## src/rtl/point_sum_accumulator_if.sv

```systemverilog
// Point type for the MSM datapath and the stream interface of point_sum_accumulator.
// The point is a stand-in group element: componentwise 16-bit sum, identity = inf_point.
package elliptic_curve_structs;
  typedef struct packed {
    logic        inf;
    logic [15:0] x;
    logic [15:0] y;
  } curve_point_t;

  localparam curve_point_t inf_point = '{inf: 1'b1, x: 16'h0000, y: 16'h0000};
endpackage

interface point_sum_accumulator_if #(
  parameter int CNT_W = 16
);
  import elliptic_curve_structs::*;

  logic             in_valid;
  logic             in_ready;
  curve_point_t     in_point;
  logic             in_last;
  logic             out_valid;
  logic             out_ready;
  curve_point_t     out_sum;
  logic [CNT_W-1:0] out_count;
  logic             busy;

  modport master (
    output in_valid, in_point, in_last, out_ready,
    input  in_ready, out_valid, out_sum, out_count, busy
  );

  modport slave (
    input  in_valid, in_point, in_last, out_ready,
    output in_ready, out_valid, out_sum, out_count, busy
  );
endinterface

```

## src/rtl/point_sum_accumulator.sv

```systemverilog
// Batch accumulator for k_i*P_i products: input FIFO, one multi-cycle point_add, sum output.
// Optional build macro ACC_SKIP_INF_EN: bypass the adder when either operand is inf_point.

module point_add
  import elliptic_curve_structs::*;
#(
  parameter int LAT = 3
) (
  input  logic         clk,
  input  logic         rst,
  input  logic         add_rst_i,
  input  curve_point_t p_i,
  input  curve_point_t q_i,
  output curve_point_t r_o,
  output logic         done_o
);
  localparam int LW = $clog2(LAT + 1);

  logic [LW-1:0] tmr_q;
  logic          done_q;
  curve_point_t  r_q;
  curve_point_t  sum_d;

  always_comb begin
    sum_d = inf_point;
    if (p_i.inf) begin
      sum_d = q_i;
    end else if (q_i.inf) begin
      sum_d = p_i;
    end else begin
      sum_d.inf = 1'b0;
      sum_d.x   = p_i.x + q_i.x;
      sum_d.y   = p_i.y + q_i.y;
    end
  end

  // Down-counter models the fixed pipeline latency of the real curve adder.
  always_ff @(posedge clk or posedge rst) begin
    if (rst) begin
      tmr_q  <= LW'(LAT - 1);
      done_q <= 1'b0;
      r_q    <= inf_point;
    end else if (add_rst_i) begin
      tmr_q  <= LW'(LAT - 1);
      done_q <= 1'b0;
    end else if (!done_q) begin
      if (tmr_q == '0) begin
        done_q <= 1'b1;
        r_q    <= sum_d;
      end else begin
        tmr_q <= tmr_q - 1'b1;
      end
    end
  end

  assign r_o    = r_q;
  assign done_o = done_q;
endmodule

// state      | meaning
// S_WAIT     | adder held in reset; pop next product when FIFO non-empty
// S_ADD_RST  | one-cycle adder reset with operands acc / q_reg
// S_ADD_WAIT | adder running; take R into acc on done
// S_EMIT     | batch sum presented until out_ready
module point_sum_accumulator
  import elliptic_curve_structs::*;
#(
  parameter int FIFO_DEPTH = 4,
  parameter int CNT_W      = 16,
  parameter int ADD_LAT    = 3
) (
  input logic                    clk,
  input logic                    rst,
  point_sum_accumulator_if.slave acc_if
);
  localparam int AW = $clog2(FIFO_DEPTH);

  typedef enum logic [1:0] {S_WAIT, S_ADD_RST, S_ADD_WAIT, S_EMIT} state_t;

  typedef struct packed {
    curve_point_t pt;
    logic         last;
  } entry_t;

  entry_t           mem_q [FIFO_DEPTH];
  logic [AW:0]      wr_ptr_q, rd_ptr_q;
  logic             fifo_empty, fifo_full, push, pop;
  entry_t           head;

  state_t           state_q;
  curve_point_t     acc_q, q_reg_q;
  logic             last_q;
  logic [CNT_W-1:0] cnt_q, cnt_inc;
  logic             out_valid_q, add_rst_q;
  curve_point_t     add_r;
  logic             add_done;

  assign fifo_empty = (wr_ptr_q == rd_ptr_q);
  assign fifo_full  = (wr_ptr_q[AW] != rd_ptr_q[AW]) &&
                      (wr_ptr_q[AW-1:0] == rd_ptr_q[AW-1:0]);
  assign push       = acc_if.in_valid && !fifo_full;
  assign pop        = (state_q == S_WAIT) && !fifo_empty;
  assign head       = mem_q[rd_ptr_q[AW-1:0]];
  assign cnt_inc    = (&cnt_q) ? cnt_q : cnt_q + 1'b1;

  always_ff @(posedge clk) begin
    if (push) mem_q[wr_ptr_q[AW-1:0]] <= '{pt: acc_if.in_point, last: acc_if.in_last};
  end

  always_ff @(posedge clk or posedge rst) begin
    if (rst) begin
      wr_ptr_q <= '0;
      rd_ptr_q <= '0;
    end else begin
      if (push) wr_ptr_q <= wr_ptr_q + 1'b1;
      if (pop)  rd_ptr_q <= rd_ptr_q + 1'b1;
    end
  end

  always_ff @(posedge clk or posedge rst) begin
    if (rst) begin
      state_q     <= S_WAIT;
      acc_q       <= inf_point;
      q_reg_q     <= inf_point;
      last_q      <= 1'b0;
      cnt_q       <= '0;
      out_valid_q <= 1'b0;
      add_rst_q   <= 1'b1;
    end else begin
      case (state_q)
        S_WAIT: begin
          if (pop) begin
            cnt_q <= cnt_inc;
`ifdef ACC_SKIP_INF_EN
            if (head.pt == inf_point || acc_q == inf_point) begin
              if (acc_q == inf_point) acc_q <= head.pt;
              if (head.last) begin
                state_q     <= S_EMIT;
                out_valid_q <= 1'b1;
              end
            end else begin
              q_reg_q <= head.pt;
              last_q  <= head.last;
              state_q <= S_ADD_RST;
            end
`else
            q_reg_q <= head.pt;
            last_q  <= head.last;
            state_q <= S_ADD_RST;
`endif
          end
        end
        S_ADD_RST: begin
          add_rst_q <= 1'b0;
          state_q   <= S_ADD_WAIT;
        end
        S_ADD_WAIT: begin
          if (add_done) begin
            acc_q     <= add_r;
            add_rst_q <= 1'b1;
            if (last_q) begin
              state_q     <= S_EMIT;
              out_valid_q <= 1'b1;
            end else begin
              state_q <= S_WAIT;
            end
          end
        end
        S_EMIT: begin
          if (acc_if.out_ready) begin
            acc_q       <= inf_point;
            cnt_q       <= '0;
            out_valid_q <= 1'b0;
            state_q     <= S_WAIT;
          end
        end
        default: state_q <= S_WAIT;
      endcase
    end
  end

  point_add #(.LAT(ADD_LAT)) u_add (
    .clk      (clk),
    .rst      (rst),
    .add_rst_i(add_rst_q),
    .p_i      (acc_q),
    .q_i      (q_reg_q),
    .r_o      (add_r),
    .done_o   (add_done)
  );

  assign acc_if.in_ready  = !fifo_full;
  assign acc_if.out_valid = out_valid_q;
  assign acc_if.out_sum   = acc_q;
  assign acc_if.out_count = cnt_q;
  assign acc_if.busy      = (state_q != S_WAIT) || !fifo_empty;
endmodule

```

## src/flat_wrapper.sv

```systemverilog
// flat-port wrapper written by rule: the top's interface ports become plain ports
module point_sum_accumulator_flat import elliptic_curve_structs::*;
#(
  parameter int FIFO_DEPTH = 4,
  parameter int CNT_W      = 16,
  parameter int ADD_LAT    = 3
)
  (clk, rst, acc_if_in_valid, acc_if_in_point, acc_if_in_last, acc_if_out_ready, acc_if_in_ready, acc_if_out_valid, acc_if_out_sum, acc_if_out_count, acc_if_busy);
  point_sum_accumulator_if #(.CNT_W(CNT_W)) acc_if_i ();
  input logic clk;
  input logic rst;
  input wire logic [$bits(acc_if_i.in_valid)-1:0] acc_if_in_valid;
  input wire logic [$bits(acc_if_i.in_point)-1:0] acc_if_in_point;
  input wire logic [$bits(acc_if_i.in_last)-1:0] acc_if_in_last;
  input wire logic [$bits(acc_if_i.out_ready)-1:0] acc_if_out_ready;
  output wire logic [$bits(acc_if_i.in_ready)-1:0] acc_if_in_ready;
  output wire logic [$bits(acc_if_i.out_valid)-1:0] acc_if_out_valid;
  output wire logic [$bits(acc_if_i.out_sum)-1:0] acc_if_out_sum;
  output wire logic [$bits(acc_if_i.out_count)-1:0] acc_if_out_count;
  output wire logic [$bits(acc_if_i.busy)-1:0] acc_if_busy;
  assign acc_if_i.in_valid = acc_if_in_valid;
  assign acc_if_i.in_point = acc_if_in_point;
  assign acc_if_i.in_last = acc_if_in_last;
  assign acc_if_i.out_ready = acc_if_out_ready;
  assign acc_if_in_ready = acc_if_i.in_ready;
  assign acc_if_out_valid = acc_if_i.out_valid;
  assign acc_if_out_sum = acc_if_i.out_sum;
  assign acc_if_out_count = acc_if_i.out_count;
  assign acc_if_busy = acc_if_i.busy;
  point_sum_accumulator #(.FIFO_DEPTH(FIFO_DEPTH), .CNT_W(CNT_W), .ADD_LAT(ADD_LAT)) u_core (.clk(clk), .rst(rst), .acc_if(acc_if_i));
endmodule
```

## config.mk

```make
export PLATFORM = sky130hd
export DESIGN_NAME = point_sum_accumulator_flat
export DESIGN_NICKNAME = d
export VERILOG_FILES = /design/src/rtl/point_sum_accumulator_if.sv /design/src/rtl/point_sum_accumulator.sv /design/src/flat_wrapper.sv
export SDC_FILE = /design/constraint.sdc
export NUM_CORES = 1
export LEC_CHECK = 0
export BUFFER_PORTS_ARGS = -buffer_cell sky130_fd_sc_hd__buf_2
export CORE_MARGIN = 5
export CORE_UTILIZATION = 50
export DETAILED_ROUTE_END_ITERATION = 10
export HOLD_SLACK_MARGIN = 0.02
export PLACE_DENSITY_LB_ADDON = 0.25
export SLEW_MARGIN = 20
export SYNTH_ARGS = -nofsm -noshare
export SYNTH_HDL_FRONTEND = slang
export SYNTH_HIERARCHICAL = 1
export SYNTH_SLANG_ARGS = --single-unit
```

## constraint.sdc

```tcl
create_clock -name clk -period 3.2 [get_ports clk]
set_input_delay 0.48 -clock clk [delete_from_list [all_inputs] [get_ports clk]]
set_output_delay 0.48 -clock clk [all_outputs]
set_load 0.01 [all_outputs]
```

==> summary.txt, run 1 <==
Global routing
  – Pin count of the biggest net entering global routing: between 40 and 50
  – Initial antenna violation count: 2
  – GRT Util Overall: between 10% and 20%
  – First-pass GRT wire length: around 44000 um
  – Vias in the first global route: 8165
  – GRT overflow: 0

Clock network
  – Num CTS Buffers: 28
  – Number of H-tree levels: 1
  – CTS root buffer: clkbuf_16
  – CTS sink cnt: 265
  – Post-CTS Setup Repair Bufs: 0
  – Clock insertion delay at the later pin of the skew report: 0.55 ns
  – CTS tree: yes
  – Reg clk slew, reported paths: 0.07 ns
  – CTS Buffer Depth: 3

Logic synthesis
  – Post-Synthesis Cells: 986
  – Dominant synthesized flop cell: edfxtp_1
  – Synthesized area per cell: around 12 um2
  – Synthesized flop and latch total: between 200 and 300
  – Post-synth EDFFs: ~140
  – Mapped Area: between 10000 and 15000 um2
  – Ys Warns: 6
  – Syn Nets: about 1100
  – Post-synth ARST share: about half
  – Sequential area share after synthesis: around 60%
  – Unique masters post-synth: 77

STA
  – Fin crit share: around four fifths
  – Hold Fails Final Rpt: 0
  – Skew final: between 0.03 and 0.04 ns
  – Worst slew pin tran: 0.900 ns
  – Tmin final: around 2.6 ns
  – Slew headroom: 39.9%
  – Hold Slack: ~0.15 ns
  – Final setup vio count: 0
  – RSZ-0062 raised after global routing: no
  – Fmax: between 300 and 400 MHz
  – TNS Setup: 0 ns
  – Final slew viol count: 0

Critical path
  – CP Launch Point: u_core/acc_if.out_sum[16]
  – Critical Path AT: approximately 3 ns
  – Startpoint Class: flop
  – Crit end category: flop
  – Critical path fanouts, max: 4
  – Worst EP required: between 3 and 4 ns
  – Worst stage delay on the critical path: 0.42 ns
  – CP cell instances: ha_1 -> fa_1 -> a21oi_1 -> o21ai_0 -> o21ba_2 -> a2111o_1 -> a21oi_1 -> xor2_1 -> a21oi_1
  – Worst r2r src: u_core/acc_if.out_sum[16]
  – Crit Path Category: flop to flop
  – CP max-delay cell: fa_1
  – CP most frequent cell: a21oi_1

Floorplanning
  – Die width: 167 um
  – Cell Rows: 57
  – Initial core utilization: 50.7%
  – DIE HEIGHT: approximately 170 um
  – Top-level port count: 90
  – Core ar.: approximately 24000 um2
  – Die area: 27800 um2

Placed design
  – DP Cell Count: between 1000 and 1500
  – Gpl congestion: between 0.9 and 1
  – PortBufs: between 80 and 90
  – HPWL Detailed: 17500 um
  – Area of placed instances: between 10000 and 15000 um2

Detailed routing
  – DRC viols: 0
  – Post-route ant nets: 0
  – Vias: 8173
  – Routed wire per std cell: 18.6 um
  – Vias per cell: roughly 5.8
  – TritonRoute pass-1 iters: 5
  – Iter 0 DRT Violations: about 670
  – Drt total wl: around 26000 um

Cells and area
  – Most common library cell in the layout ignoring fill and taps: nand2_1
  – Cell Count, Final, Fillers Out: about 1400
  – Share of cells above drive strength 1: approximately a fifth
  – Final net count: about 1200
  – Area delta synth->final: 14.2%
  – Most frequent cells in the layout: nand2_1 (164), edfxtp_1 (136), dfrtp_1 (123)
  – # diodes: 0
  – Design area: 14000 um2

Hold path
  – Worst min path class: input port to flop
  – Worst Hold Launch: acc_if_in_point[17]

Power and ir drop
  – Total power: between 10 and 15 mW
  – Power per cell area: roughly 1000 nW/um2
  – Leakage: between 5 and 6 nW
  – Max IR drop VDD: roughly 0.00047 V

Job
  – Max-cap violation count: 0

Run status
  – Status: completed
## flip-flops by register name, indices dropped and copies added (netlist names)
name / count
u_core/state_q: 2
u_core/mem_q: 136
u_core/q_reg_q: 33
u_core/u_add/done_o: 1
u_core/acc_if.out_sum: 33
u_core/u_add/tmr_q: 2
u_core/u_add/r_o: 33
u_core/last_q: 1
u_core/add_rst_q: 1
u_core/wr_ptr_q: 3
u_core/acc_if.out_valid: 1
u_core/acc_if.out_count: 16
u_core/rd_ptr_q: 3
## routing by layer
layer	vias to the layer above	wire length [um]	GRT usage (%)
met5	-	21	0
met4	4	358	3.84
met3	36	1590	3.37
met2	216	11800	29.2
met1	4029	12500	29.4
li1	3888	-	-
## worst paths after layout
path                                        end  slack [ns]  depth (start not counted)
min reg2reg                u_core/u_add/r_o[32]        0.46                          2
min in group asynchronous  u_core/u_add/r_o[12]        0.52                          3
max                        u_core/u_add/r_o[30]        0.60                          9
max reg2reg                u_core/u_add/r_o[30]        0.60                          9
min                         u_core/mem_q[2][18]        0.15                          1
max in group asynchronous    u_core/q_reg_q[32]        1.81                          4
## cells by family after synthesis
logic type | share of synthesized area (%)
compound gates | 14.3
mux | 6.88
simple gates | 9.88
xor+xnor | 2.42
flops | 59.5
buf+inv | 2.91
fa+ha+maj | 4.09
## stage by stage
stage               util, %  setup slack [ns]
finish                 57.9             0.597
global route           57.9             0.415
CTS                    57.9             0.597
detailed placement     53.9             0.638
global placement       53.9             0.638
floorplan                 -             0.305
## power breakdown
part | total [mW] | internal (mW) | switching, mW
combinational | 5.05 | 2.10 | 2.96
clock | 3.35 | 2.05 | 1.30
sequential | 5.60 | 4.76 | 0.842
total | 14.0 | 8.91 | 5.10
## cells in the mapped netlist, types with 14 or more instances
cell type | number | share of area (%)
xnor2_1 | 19 | 1.4
a22o_1 | 33 | 2.3
mux4_2 | 34 | 6.2
o21ai_0 | 57 | 2.3
ha_1 | 37 | 3.8
dfrtp_1 | 124 | 25
nor2_1 | 45 | 1.4
edfxtp_1 | 136 | 33
clkbuf_1 | 21 | 0.64
inv_1 | 21 | 0.64
xor2_1 | 15 | 1.1
nand2_1 | 164 | 5.0
nand3_1 | 15 | 0.61
a31oi_1 | 14 | 0.71
a21oi_1 | 47 | 1.9
buf_2 | 18 | 0.73
o22ai_1 | 17 | 0.86
## worst max-delay path: cells and delay by family, from the launching register on
family	cells	cell delay (ns)
flip-flops	1	0.40
AO/OA/AOI/OAI	6	1.25
adder cells (fa/ha/maj)	2	0.67
XOR/XNOR	1	0.16
## what timing repair did
item | in CTS | in global routing
hold endpoints to repair | 41 | 0
hold buffers | 1 | 0
resized for setup | 0 | 0
## cell type report
type	instances	area, um2
fill	2037	10200
sequential	265	7320
multi-input combinational	647	4670
clock buffer	41	801
timing repair buffer	110	606
tap	324	405
clock inverter	10	161
inverter	21	81.3
Note: power is estimated with default switching activity, not from simulation.
==> run 2: changes to the inputs <==
--- a/config.mk
+++ b/config.mk
@@ -5,6 +5,7 @@
 export SDC_FILE = /design/constraint.sdc
 export NUM_CORES = 1
 export LEC_CHECK = 0
+export ABC_AREA = 1
 export BUFFER_PORTS_ARGS = -buffer_cell sky130_fd_sc_hd__buf_2
 export CORE_MARGIN = 5
 export CORE_UTILIZATION = 50
==> constraint.sdc (replaced) <==
create_clock -name clk -period 2.37 [get_ports clk]
set_input_delay 0.3555 -clock clk [delete_from_list [all_inputs] [get_ports clk]]
set_output_delay 0.3555 -clock clk [all_outputs]
set_load 0.01 [all_outputs]
==> summary.txt, run 2 <==
Logic synthesis
  – Synth area leaders: edfxtp_1 (32%), dfrtp_1 (24%), nand2_1 (12%), nor2_1 (5.4%), ha_1 (3.6%)
  – Dominant synthesized flop cell: edfxtp_1
  – Most frequent cell after synthesis: nand2_1
  – Synthesized flop and latch total: 265 (unchanged)
  – Post-synth ARST share: 48.7% (unchanged)
  – Synth cell count leaders: nand2_1 (404), nor2_1 (186), edfxtp_1 (136), dfrtp_1 (124), inv_1 (87)
  – Mapped Area: 13000 um2 (+5.4%)
  – Area leader, netlist: edfxtp_1
  – Unique masters post-synth: 46 (-40%)
  – Syn Nets: 1498 (+41%)
  – Post-Synthesis Cells: 1421 (+44%)
  – Synthesized area per cell: 9.12 um2 (-27%)
  – Ys Warns: 6 (unchanged)
  – Share of the synthesized area in the top cell type: 31.5% (-1.7 points)
  – Sequential area share after synthesis: 56.5% (-3.0 points)
  – Post-synth EDFFs: 136 (unchanged)

Hold path
  – Min-Delay Path Depth: 1 (unchanged)
  – Worst min path class: input port to flop

Critical path
  – Worst R2R Path Depth: 12 (+3)
  – Crit end category: primary output
  – Worst EP required: 2.01 ns (-1.61 ns)
  – Critical path fanouts, max: 46 (+42)
  – Critical Path AT: 1.75 ns (-1.27 ns)
  – Startpoint Class: flop
  – Crit Path Category: flop to primary output

Floorplanning
  – Core ar.: 25800 um2 (+6.2%)
  – Die area: 29200 um2 (+5.1%)
  – Cell Rows: 59 (+3.5%)
  – Top-level port count: 90 (unchanged)
  – DIE HEIGHT: 171 um (+2.5%)
  – Initial core utilization: 50.3% (-0.41 points)
  – Die width: 171 um (+2.5%)

Clock network
  – CTS sink cnt: 265 (unchanged)
  – CTS tree: yes
  – Post-cts sizing count: 0 (unchanged)
  – Number of H-tree levels: 1 (unchanged)
  – Num CTS Buffers: 28 (unchanged)
  – Reg clk slew, reported paths: 0.06 ns (about the same)
  – CTS root buffer: clkbuf_16
  – Clock insertion delay at the later pin of the skew report: 0.56 ns (about the same)
  – CTS Buffer Depth: 3 (unchanged)

STA
  – TNS Setup: 0 ns (unchanged)
  – Worst slew pin tran: 0.950 ns (+0.0506 ns)
  – Tmin final: approximately 2.1 ns
  – Fin crit share: between 80% and 90%
  – Hold Slack: 0.0364 ns (-0.110 ns)
  – Skew final: 0.0346 ns (+0.00126 ns)
  – Slew headroom: 36.6% (-3.3 points)
  – Final setup vio count: 0 (unchanged)
  – RSZ-0062 raised after global routing: no
  – Fmax: 474 MHz
  – Hold Fails Final Rpt: 0 (unchanged)
  – Final slew viol count: 0 (unchanged)

Cells and area
  – Largest register FFs: 136 (unchanged)
  – # diodes: 0 (unchanged)
  – Area delta synth->final: 16.1%
  – Design area: 15000 um2 (+7.1%)
  – Most common library cell in the layout ignoring fill and taps: nand2_1
  – Cell Count, Final, Fillers Out: 1893 (+33%)
  – Most frequent cells in the layout: nand2_1 (403), nor2_1 (182), edfxtp_1 (136)
  – Final net count: 1614 (+40%)
  – Share of cells above drive strength 1: 14.4% (-6.0 points)

Global routing
  – Pin count of the biggest net entering global routing: 70 (+59%)
  – GRT overflow: 0 (unchanged)
  – First-pass GRT wire length: 49500 um (+12%)
  – Vias in the first global route: 9635 (+18%)
  – GRT Util Overall: 20.8% (+1.6 points)
  – Initial antenna violation count: 0 (-2)

Run status
  – Status: completed

Placed design
  – Area of placed instances: 13800 um2 (+5.5%)
  – DP Cell Count: 1809 (+32%)
  – HPWL Detailed: 19400 um (+11%)
  – Gpl congestion: 0.890 (-3.6%)
  – PortBufs: 89 (unchanged)

Detailed routing
  – TritonRoute pass-1 iters: 5 (unchanged)
  – DRC viols: 0 (unchanged)
  – Vias per cell: 5.33 (-7.5%)
  – Post-route ant nets: 0 (unchanged)
  – Vias: 10100 (+23%)
  – Routed wire per std cell: 16.0 um (-14%)
  – Iter 0 DRT Violations: 762 (+14%)
  – Drt total wl: 30300 um (+15%)

Job
  – Max-cap violation count: 0 (unchanged)

Power and ir drop
  – Total power: 20.1 mW (+43%)
  – Max IR drop VDD: 0.000771 V (+63%)
  – Leakage: 6.95 nW (+20%)
  – Power per cell area: 1330 nW/um2 (+34%)
[run 2: cell count changes in the layout (fill, tap and decap cells not counted), sizes merged, moves of 12 or more]
cell / delta
a31oi: -14
a21oi: +20
mux4: -34
nand3: +39
o21ai: +36
a221oi: -12
dlygate4sd3: +32
o22ai: +17
nor2: +144
nand2: +258
inv: +81
[run 2: what timing repair did]
item                                   in CTS  in global routing
hold buffers                               33                  0
setup buffers                               0                  0
endpoints found under the hold margin     174                  0
[run 2: per-layer routing]
layer	share of wire [%]	vias up	global-route usage, %
li1	-	4975	-
met1	48	4801	31.0
met2	45	271	32.9
met3	4.8	41	2.33
met4	2.1	0	5.20
met5	0	-	0
[run 2: power breakdown]
group	leakage [nW]	internal [mW]	switching, mW
registers	2.88	6.35	0.980
clock network	0.467	2.49	1.81
logic	3.60	2.94	5.51
[run 2: final timing paths]
path / from / end / slack [ns]
min in group asynchronous: rst / u_core/acc_if.out_count[11] / 0.35
min: acc_if_in_point[25] / u_core/mem_q[3][26] / 0.04
min reg2reg: u_core/u_add/r_o[12] / u_core/u_add/r_o[12] / 0.48
max: u_core/acc_if.out_sum[32] / acc_if_out_sum[32] / 0.26
max reg2reg: u_core/acc_if.out_sum[0] / u_core/u_add/r_o[10] / 0.38
max in group asynchronous: rst / u_core/acc_if.out_sum[11] / 1.35
[run 2: area by class of cell]
class,count,area [um2]
Sequential cell,265,7320
Timing Repair Buffer,143,1010
Multi-Input combinational cell,995,4970
Clock buffer,39,845
Tap cell,335,419
Fill cell,2257,10700
Inverter,104,397
Clock inverter,12,87.6
[run 2: stage by stage]
stage | util, % | worst slack, ns
CTS | 58.4 | 0.240
detailed placement | 53.5 | 0.405
global route | 58.4 | 0.198
finish | 58.4 | 0.260
floorplan | - | -0.529
global placement | 53.5 | 0.469
[run 2: cells by family (layout without fill, tap and decap cells)]
logic type | Yosys count | after routing | share of synthesized area, %
fa+ha+maj | 39 | 39 | 3.88
flops | 265 | 265 | 56.5
buf+inv | 161 | 298 | 5.35
xor+xnor | 18 | 18 | 1.27
compound gates | 241 | 241 | 11.0
simple gates | 697 | 697 | 22.1
[run 2: critical path, stage by stage, from the launching register on]
cell and delay (ns):
dfstp_2 0.52, buf_4 0.45, buf_2 0.25
